## src/rtl/video_timing_pkg.sv

```systemverilog
// Shared constants, derived-total helpers and the status bundle carried
// through the output delay line.
package video_timing_pkg;

    localparam int DEF_CLK_DIV   = 4;
    localparam int DEF_H_DISPLAY = 640;
    localparam int DEF_H_FRONT   = 16;
    localparam int DEF_H_SYNC    = 96;
    localparam int DEF_H_BACK    = 48;
    localparam int DEF_V_DISPLAY = 480;
    localparam int DEF_V_FRONT   = 10;
    localparam int DEF_V_SYNC    = 2;
    localparam int DEF_V_BACK    = 33;

    localparam logic POL_ACTIVE_LOW  = 1'b0;
    localparam logic POL_ACTIVE_HIGH = 1'b1;

    // Syncs travel active-high internally; polarity is applied at the pins.
    typedef struct packed {
        logic hsync;
        logic vsync;
        logic video_on;
        logic line_start;
        logic frame_start;
    } vt_status_t;

    function automatic int calc_h_total(input int disp, input int fp, input int sync, input int bp);
        return disp + fp + sync + bp;
    endfunction

    function automatic int calc_v_total(input int disp, input int fp, input int sync, input int bp);
        return disp + fp + sync + bp;
    endfunction

endpackage

```

## src/rtl/sig_delay.sv

```systemverilog
// Fixed-depth register delay line with synchronous clear to all-zero.
module sig_delay #(
    parameter int WIDTH = 1,
    parameter int DEPTH = 1
)(
    input  logic             i_clk,
    input  logic             i_reset,
    input  logic [WIDTH-1:0] i_d,
    output logic [WIDTH-1:0] o_q
);

    logic [DEPTH-1:0][WIDTH-1:0] r_pipe;

    always_ff @(posedge i_clk) begin
        if (i_reset) begin
            r_pipe <= '0;
        end else begin
            r_pipe[0] <= i_d;
            for (int i = 1; i < DEPTH; i++) r_pipe[i] <= r_pipe[i-1];
        end
    end

    assign o_q = r_pipe[DEPTH-1];

endmodule

```

## src/rtl/video_timing_gen.sv

```systemverilog
// Raster timing generator: pixel divider, x/y/frame counters, and
// sync/status decode delayed by PIPE+1 clocks.
module video_timing_gen
    import video_timing_pkg::*;
#(
    parameter int   CLK_DIV   = DEF_CLK_DIV,
    parameter int   H_DISPLAY = DEF_H_DISPLAY,
    parameter int   H_FRONT   = DEF_H_FRONT,
    parameter int   H_SYNC    = DEF_H_SYNC,
    parameter int   H_BACK    = DEF_H_BACK,
    parameter int   V_DISPLAY = DEF_V_DISPLAY,
    parameter int   V_FRONT   = DEF_V_FRONT,
    parameter int   V_SYNC    = DEF_V_SYNC,
    parameter int   V_BACK    = DEF_V_BACK,
    parameter logic HSYNC_POL = POL_ACTIVE_LOW,
    parameter logic VSYNC_POL = POL_ACTIVE_LOW,
    parameter int   PIPE      = 0,
    parameter int   CW        = 10
)(
    input  logic          i_clk,
    input  logic          i_reset,
    input  logic          i_en,
    output logic          o_p_tick,
    output logic [CW-1:0] o_x,
    output logic [CW-1:0] o_y,
    output logic          o_hsync,
    output logic          o_vsync,
    output logic          o_video_on,
    output logic          o_line_start,
    output logic          o_frame_start,
    output logic [15:0]   o_frame_cnt
);

    localparam int H_TOTAL = calc_h_total(H_DISPLAY, H_FRONT, H_SYNC, H_BACK);
    localparam int V_TOTAL = calc_v_total(V_DISPLAY, V_FRONT, V_SYNC, V_BACK);
    localparam int MAX_TOTAL = (H_TOTAL > V_TOTAL) ? H_TOTAL : V_TOTAL;
    localparam int DW = (CLK_DIV > 1) ? $clog2(CLK_DIV) : 1;

    localparam logic [DW-1:0] DIV_LAST   = DW'(CLK_DIV - 1);
    localparam logic [CW-1:0] X_LAST     = CW'(H_TOTAL - 1);
    localparam logic [CW-1:0] Y_LAST     = CW'(V_TOTAL - 1);
    localparam logic [CW-1:0] X_DISP     = CW'(H_DISPLAY);
    localparam logic [CW-1:0] Y_DISP     = CW'(V_DISPLAY);
    localparam logic [CW-1:0] X_HS_FIRST = CW'(H_DISPLAY + H_FRONT);
    localparam logic [CW-1:0] X_HS_LAST  = CW'(H_DISPLAY + H_FRONT + H_SYNC - 1);
    localparam logic [CW-1:0] Y_VS_FIRST = CW'(V_DISPLAY + V_FRONT);
    localparam logic [CW-1:0] Y_VS_LAST  = CW'(V_DISPLAY + V_FRONT + V_SYNC - 1);

    if ((64'd1 << CW) < 64'(MAX_TOTAL)) begin : g_bad_cw
        $error("video_timing_gen: CW too narrow for the configured totals");
    end
    if (CLK_DIV < 1 || CLK_DIV > 16) begin : g_bad_div
        $error("video_timing_gen: CLK_DIV out of range 1..16");
    end
    if (PIPE < 0 || PIPE > 4) begin : g_bad_pipe
        $error("video_timing_gen: PIPE out of range 0..4");
    end

    logic [DW-1:0] r_div;
    logic [CW-1:0] r_x;
    logic [CW-1:0] r_y;
    logic [15:0]   r_frame_cnt;
    logic          w_tick;
    logic          w_x_last;
    logic          w_y_last;
    vt_status_t    w_pre;
    vt_status_t    w_post;

    assign w_tick   = i_en && (r_div == '0);
    assign w_x_last = (r_x == X_LAST);
    assign w_y_last = (r_y == Y_LAST);

    always_ff @(posedge i_clk) begin
        if (i_reset) begin
            r_div       <= '0;
            r_x         <= '0;
            r_y         <= '0;
            r_frame_cnt <= '0;
        end else if (i_en) begin
            r_div <= (r_div == DIV_LAST) ? '0 : r_div + 1'b1;
            if (w_tick) begin
                r_x <= w_x_last ? '0 : r_x + 1'b1;
                if (w_x_last) begin
                    r_y <= w_y_last ? '0 : r_y + 1'b1;
                    if (w_y_last) r_frame_cnt <= r_frame_cnt + 16'd1;
                end
            end
        end
    end

    always_comb begin
        w_pre             = '0;
        w_pre.hsync       = (r_x >= X_HS_FIRST) && (r_x <= X_HS_LAST);
        w_pre.vsync       = (r_y >= Y_VS_FIRST) && (r_y <= Y_VS_LAST);
        w_pre.video_on    = (r_x < X_DISP) && (r_y < Y_DISP);
        w_pre.line_start  = w_tick && (r_x == '0);
        w_pre.frame_start = w_tick && (r_x == '0) && (r_y == '0);
    end

    sig_delay #(
        .WIDTH ($bits(vt_status_t)),
        .DEPTH (PIPE + 1)
    ) u_status_dly (
        .i_clk   (i_clk),
        .i_reset (i_reset),
        .i_d     (w_pre),
        .o_q     (w_post)
    );

    assign o_p_tick      = w_tick;
    assign o_x           = r_x;
    assign o_y           = r_y;
    assign o_frame_cnt   = r_frame_cnt;
    assign o_hsync       = HSYNC_POL ? w_post.hsync : ~w_post.hsync;
    assign o_vsync       = VSYNC_POL ? w_post.vsync : ~w_post.vsync;
    assign o_video_on    = w_post.video_on;
    assign o_line_start  = w_post.line_start;
    assign o_frame_start = w_post.frame_start;

endmodule

```

## config.mk

```make
export PLATFORM = sky130hd
export DESIGN_NAME = video_timing_gen
export DESIGN_NICKNAME = d
export VERILOG_FILES = /design/src/rtl/video_timing_pkg.sv /design/src/rtl/sig_delay.sv /design/src/rtl/video_timing_gen.sv
export SDC_FILE = /design/constraint.sdc
export NUM_CORES = 1
export LEC_CHECK = 0
export BUFFER_PORTS_ARGS = -buffer_cell sky130_fd_sc_hd__buf_4
export CAP_MARGIN = 20
export CORE_ASPECT_RATIO = 0.75
export CORE_MARGIN = 1.5
export CORE_UTILIZATION = 44
export CTS_CLUSTER_SIZE = 16
export DETAILED_ROUTE_END_ITERATION = 7
export GPL_ROUTABILITY_DRIVEN = 0
export PLACE_DENSITY = 0.69
export SLEW_MARGIN = 10
export SYNTH_ARGS = -nofsm -noshare
export SYNTH_HDL_FRONTEND = slang
export SYNTH_SLANG_ARGS = --single-unit
```

## constraint.sdc

```tcl
create_clock -name i_clk -period 3.59 [get_ports i_clk]
set_clock_uncertainty 0.15 [all_clocks]
set_input_delay 0 -clock i_clk [delete_from_list [all_inputs] [get_ports i_clk]]
set_output_delay 0 -clock i_clk [all_outputs]
set_load 0.01 [all_outputs]
```

==> reports/qor.txt <==
Status -> complete, no violations
CP max FO -> 23
Root Driver -> clkbuf_8
Part of the cycle the worst path needs -> 0.693
Initial antenna violation count -> 0
Switching power -> 205 uW
Worst-Skew Late Latency -> 0.30 ns
Cell Area, Synth -> 2300 um^2
Post-Syn Instances -> 260
Actual slew at the worst max-slew pin -> 0.685 ns
Clock Pin Slew Worst Setup and Hold Paths -> 0.08 ns
PD cells -> 338 nW/um^2
Cell Int Power -> 737 uW
Initial DRC count -> 117
Arrival time at the worst endpoint -> 2.57 ns
Synth warnings -> 0
Critical Path RT -> 3.67 ns
Starting Density -> 0.465
Max VDD drop -> 0.281 mV
Syn Nets -> 271
Core Area -> 4950 um^2
Clock share of power -> 0.419
Final setup TNS -> 0 ns
Post-Route WL -> 5.16 mm
Layout cells sized above 1 -> 0.244
Final Setup Violations -> 0
Row cnt -> 22
Largest net degree at the start of global routing -> 37
Ports -> 45
Worst setup SP type -> register
Syn avg cell area -> 8.86 um^2
TritonCTS Buffers -> 5
Placed Instances -> 352
Ant diodes -> 0
Antenna Nets Post-Route -> 0
Hold Path Class -> reg2reg
DRC -> 0
Net Sw Frac -> 0.218
Area delta synth->final -> 20.9%
Final min period -> 2.49 ns
Sequential-to-total area share from yosys stat -> 0.374
CTS tree -> yes
Combinational share of power -> 0.060
Clock Path Buffers -> 2
Nets -> 313
Via density -> 5.66
Total iterations of the first detailed-routing run -> 4
RSZ-0062 raised after global routing -> false
CTS H-tree lvls -> 2
Wirelength per Cell -> 14.2 um
Total track usage -> 0.197
Post-synth EDFFs -> 0
#FFs+latches synth -> 43
Filler cell count -> 461
Max-slew violations -> 0
Final hold violations -> 0
Total gr overflow -> 0
Via count -> 2056
Number of library cell types mapped by synthesis -> 44
Area leader, netlist -> dfxtp_1
Max cap viols -> 0
Max-slew headroom -> 0.542
Port Buffers -> 44
Vias in the first global route -> 1811
Die footprint -> 5690 um^2
Die W -> 86.6 um
First-pass GRT wire length -> 8.79 mm
Worst setup EP type -> register
Clk sinks -> 43
Die Ht -> 65.7 um
Non-filler cells, final -> 363
FMAX -> 402 MHz
Ys flop type -> dfxtp_1
Asr flop ratio synth -> 0
WS Path Type -> reg2reg
Ranking of synthesized cells by area -> dfxtp_1 (37%), ha_1 (4.3%), a21oi_1 (3.9%)
Top cell type's share of synthesized area -> 0.374
Dpl hpwl -> 3.66 mm
Flop pwr share -> 0.521
Leak Pwr -> 1.10 nW
[worst max-delay path, cell delays in order (launching register included)]
cell	delay (ns)
dfxtp_1	0.34
inv_1	0.06
ha_1	0.15
and3_1	0.43
nand2_1	0.52
or4_1	0.62
a21oi_1	0.14
[routing by layer]
| layer | wire length, um | track usage | up-vias |
|---|---|---|---|
| met5 | 0 | 0 | - |
| met4 | 50 | 0.0484 | 0 |
| met3 | 300 | 0.0565 | 7 |
| met2 | 2200 | 0.287 | 53 |
| met1 | 2610 | 0.285 | 966 |
| li1 | - | - | 1030 |
[power by group through the flow]
stage	Sequential [mW]	Clock [mW]	Combinational, mW
final	0.490	0.395	0.0567
after floorplan	0.503	0	0.0322
after global placement	0.501	0	0.0532
after CTS	0.491	0.404	0.0573
after global routing	0.492	0.427	0.0628
after detailed placement	0.502	0	0.0536
[cells by family (layout without fill, tap and decap cells)]
family / count (synthesis) / count (layout) / synth area share
compound gates: 41 / 41 / 0.113
xor+xnor: 8 / 8 / 0.0304
flops: 43 / 43 / 0.374
mux: 12 / 12 / 0.0570
simple gates: 123 / 123 / 0.330
buf+inv: 25 / 68 / 0.0521
fa+ha+maj: 8 / 8 / 0.0434
[cell type report]
class	count	area, um^2	area share
Multi-Input combinational cell	192	1320	0.475
Clock buffer	6	82.6	0.0296
Inverter	13	48.8	0.0175
Timing Repair Buffer	47	360	0.129
Tap cell	60	75.1	0.0269
Sequential cell	43	861	0.309
Clock inverter	2	35.0	0.0126
[flip-flops by register name, summed over array words and instances, names as in the netlist]
signal            cells
r_div                 2
o_x                  10
o_y                  10
o_frame_cnt          16
u_status_dly.o_q      5
[cell usage after synthesis, types with 3 or more instances]
master    count
nand4_1       8
xor2_1        7
or3_1         4
nor2_1       24
nor3_1        9
and2_1        5
inv_1        13
a21oi_1      18
nand3_1      12
dfxtp_1      43
and3_1        8
nor4_1        4
o31ai_1      11
clkbuf_1      4
ha_1          8
mux2_2        8
buf_2         3
mux2i_1       3
nor2b_1       9
o21ai_0       8
or4_1        11
nand2_1      11
[layout by cell type, fill, tap and decap left out, drive strengths merged, types with 11 or more instances in the layout]
cell   Yosys  layout
o31ai     11      11
nand2     12      12
inv       13      13
nor2      25      25
or4       12      12
nand3     12      12
buf        8      44
nand4     11      11
a21oi     18      18
dfxtp     43      43
[path summary, 6_finish.rpt]
path / slack [ns] / start / to / cells after the start
setup / recovery: 1.10 / r_div[0] / o_y[4] / 6
hold / removal: 0.36 / o_frame_cnt[9] / o_frame_cnt[9] / 2
setup reg to reg: 1.10 / r_div[0] / o_y[4] / 6
hold reg to reg: 0.36 / o_frame_cnt[9] / o_frame_cnt[9] / 2
[metrics by stage]
stage	hold slack, ns	cell area [um^2]	setup slack (ns)	utilization	total power, mW
finish	0.359	2790	1.10	0.562	0.942
global route	0.383	2790	0.861	0.562	0.982
CTS	0.348	2790	1.09	0.562	0.952
detailed placement	0.140	2640	1.12	0.533	0.556
global placement	0.132	2640	1.23	0.533	0.555
floorplan	0.00152	2300	1.57	-	0.535
[what timing repair did]
action                    CTS  global route
buffers inserted            0             0
hold endpoints to repair   12             0
resized for setup           0             0
hold buffers                3             0
Note: power is estimated with default switching activity, not from simulation.
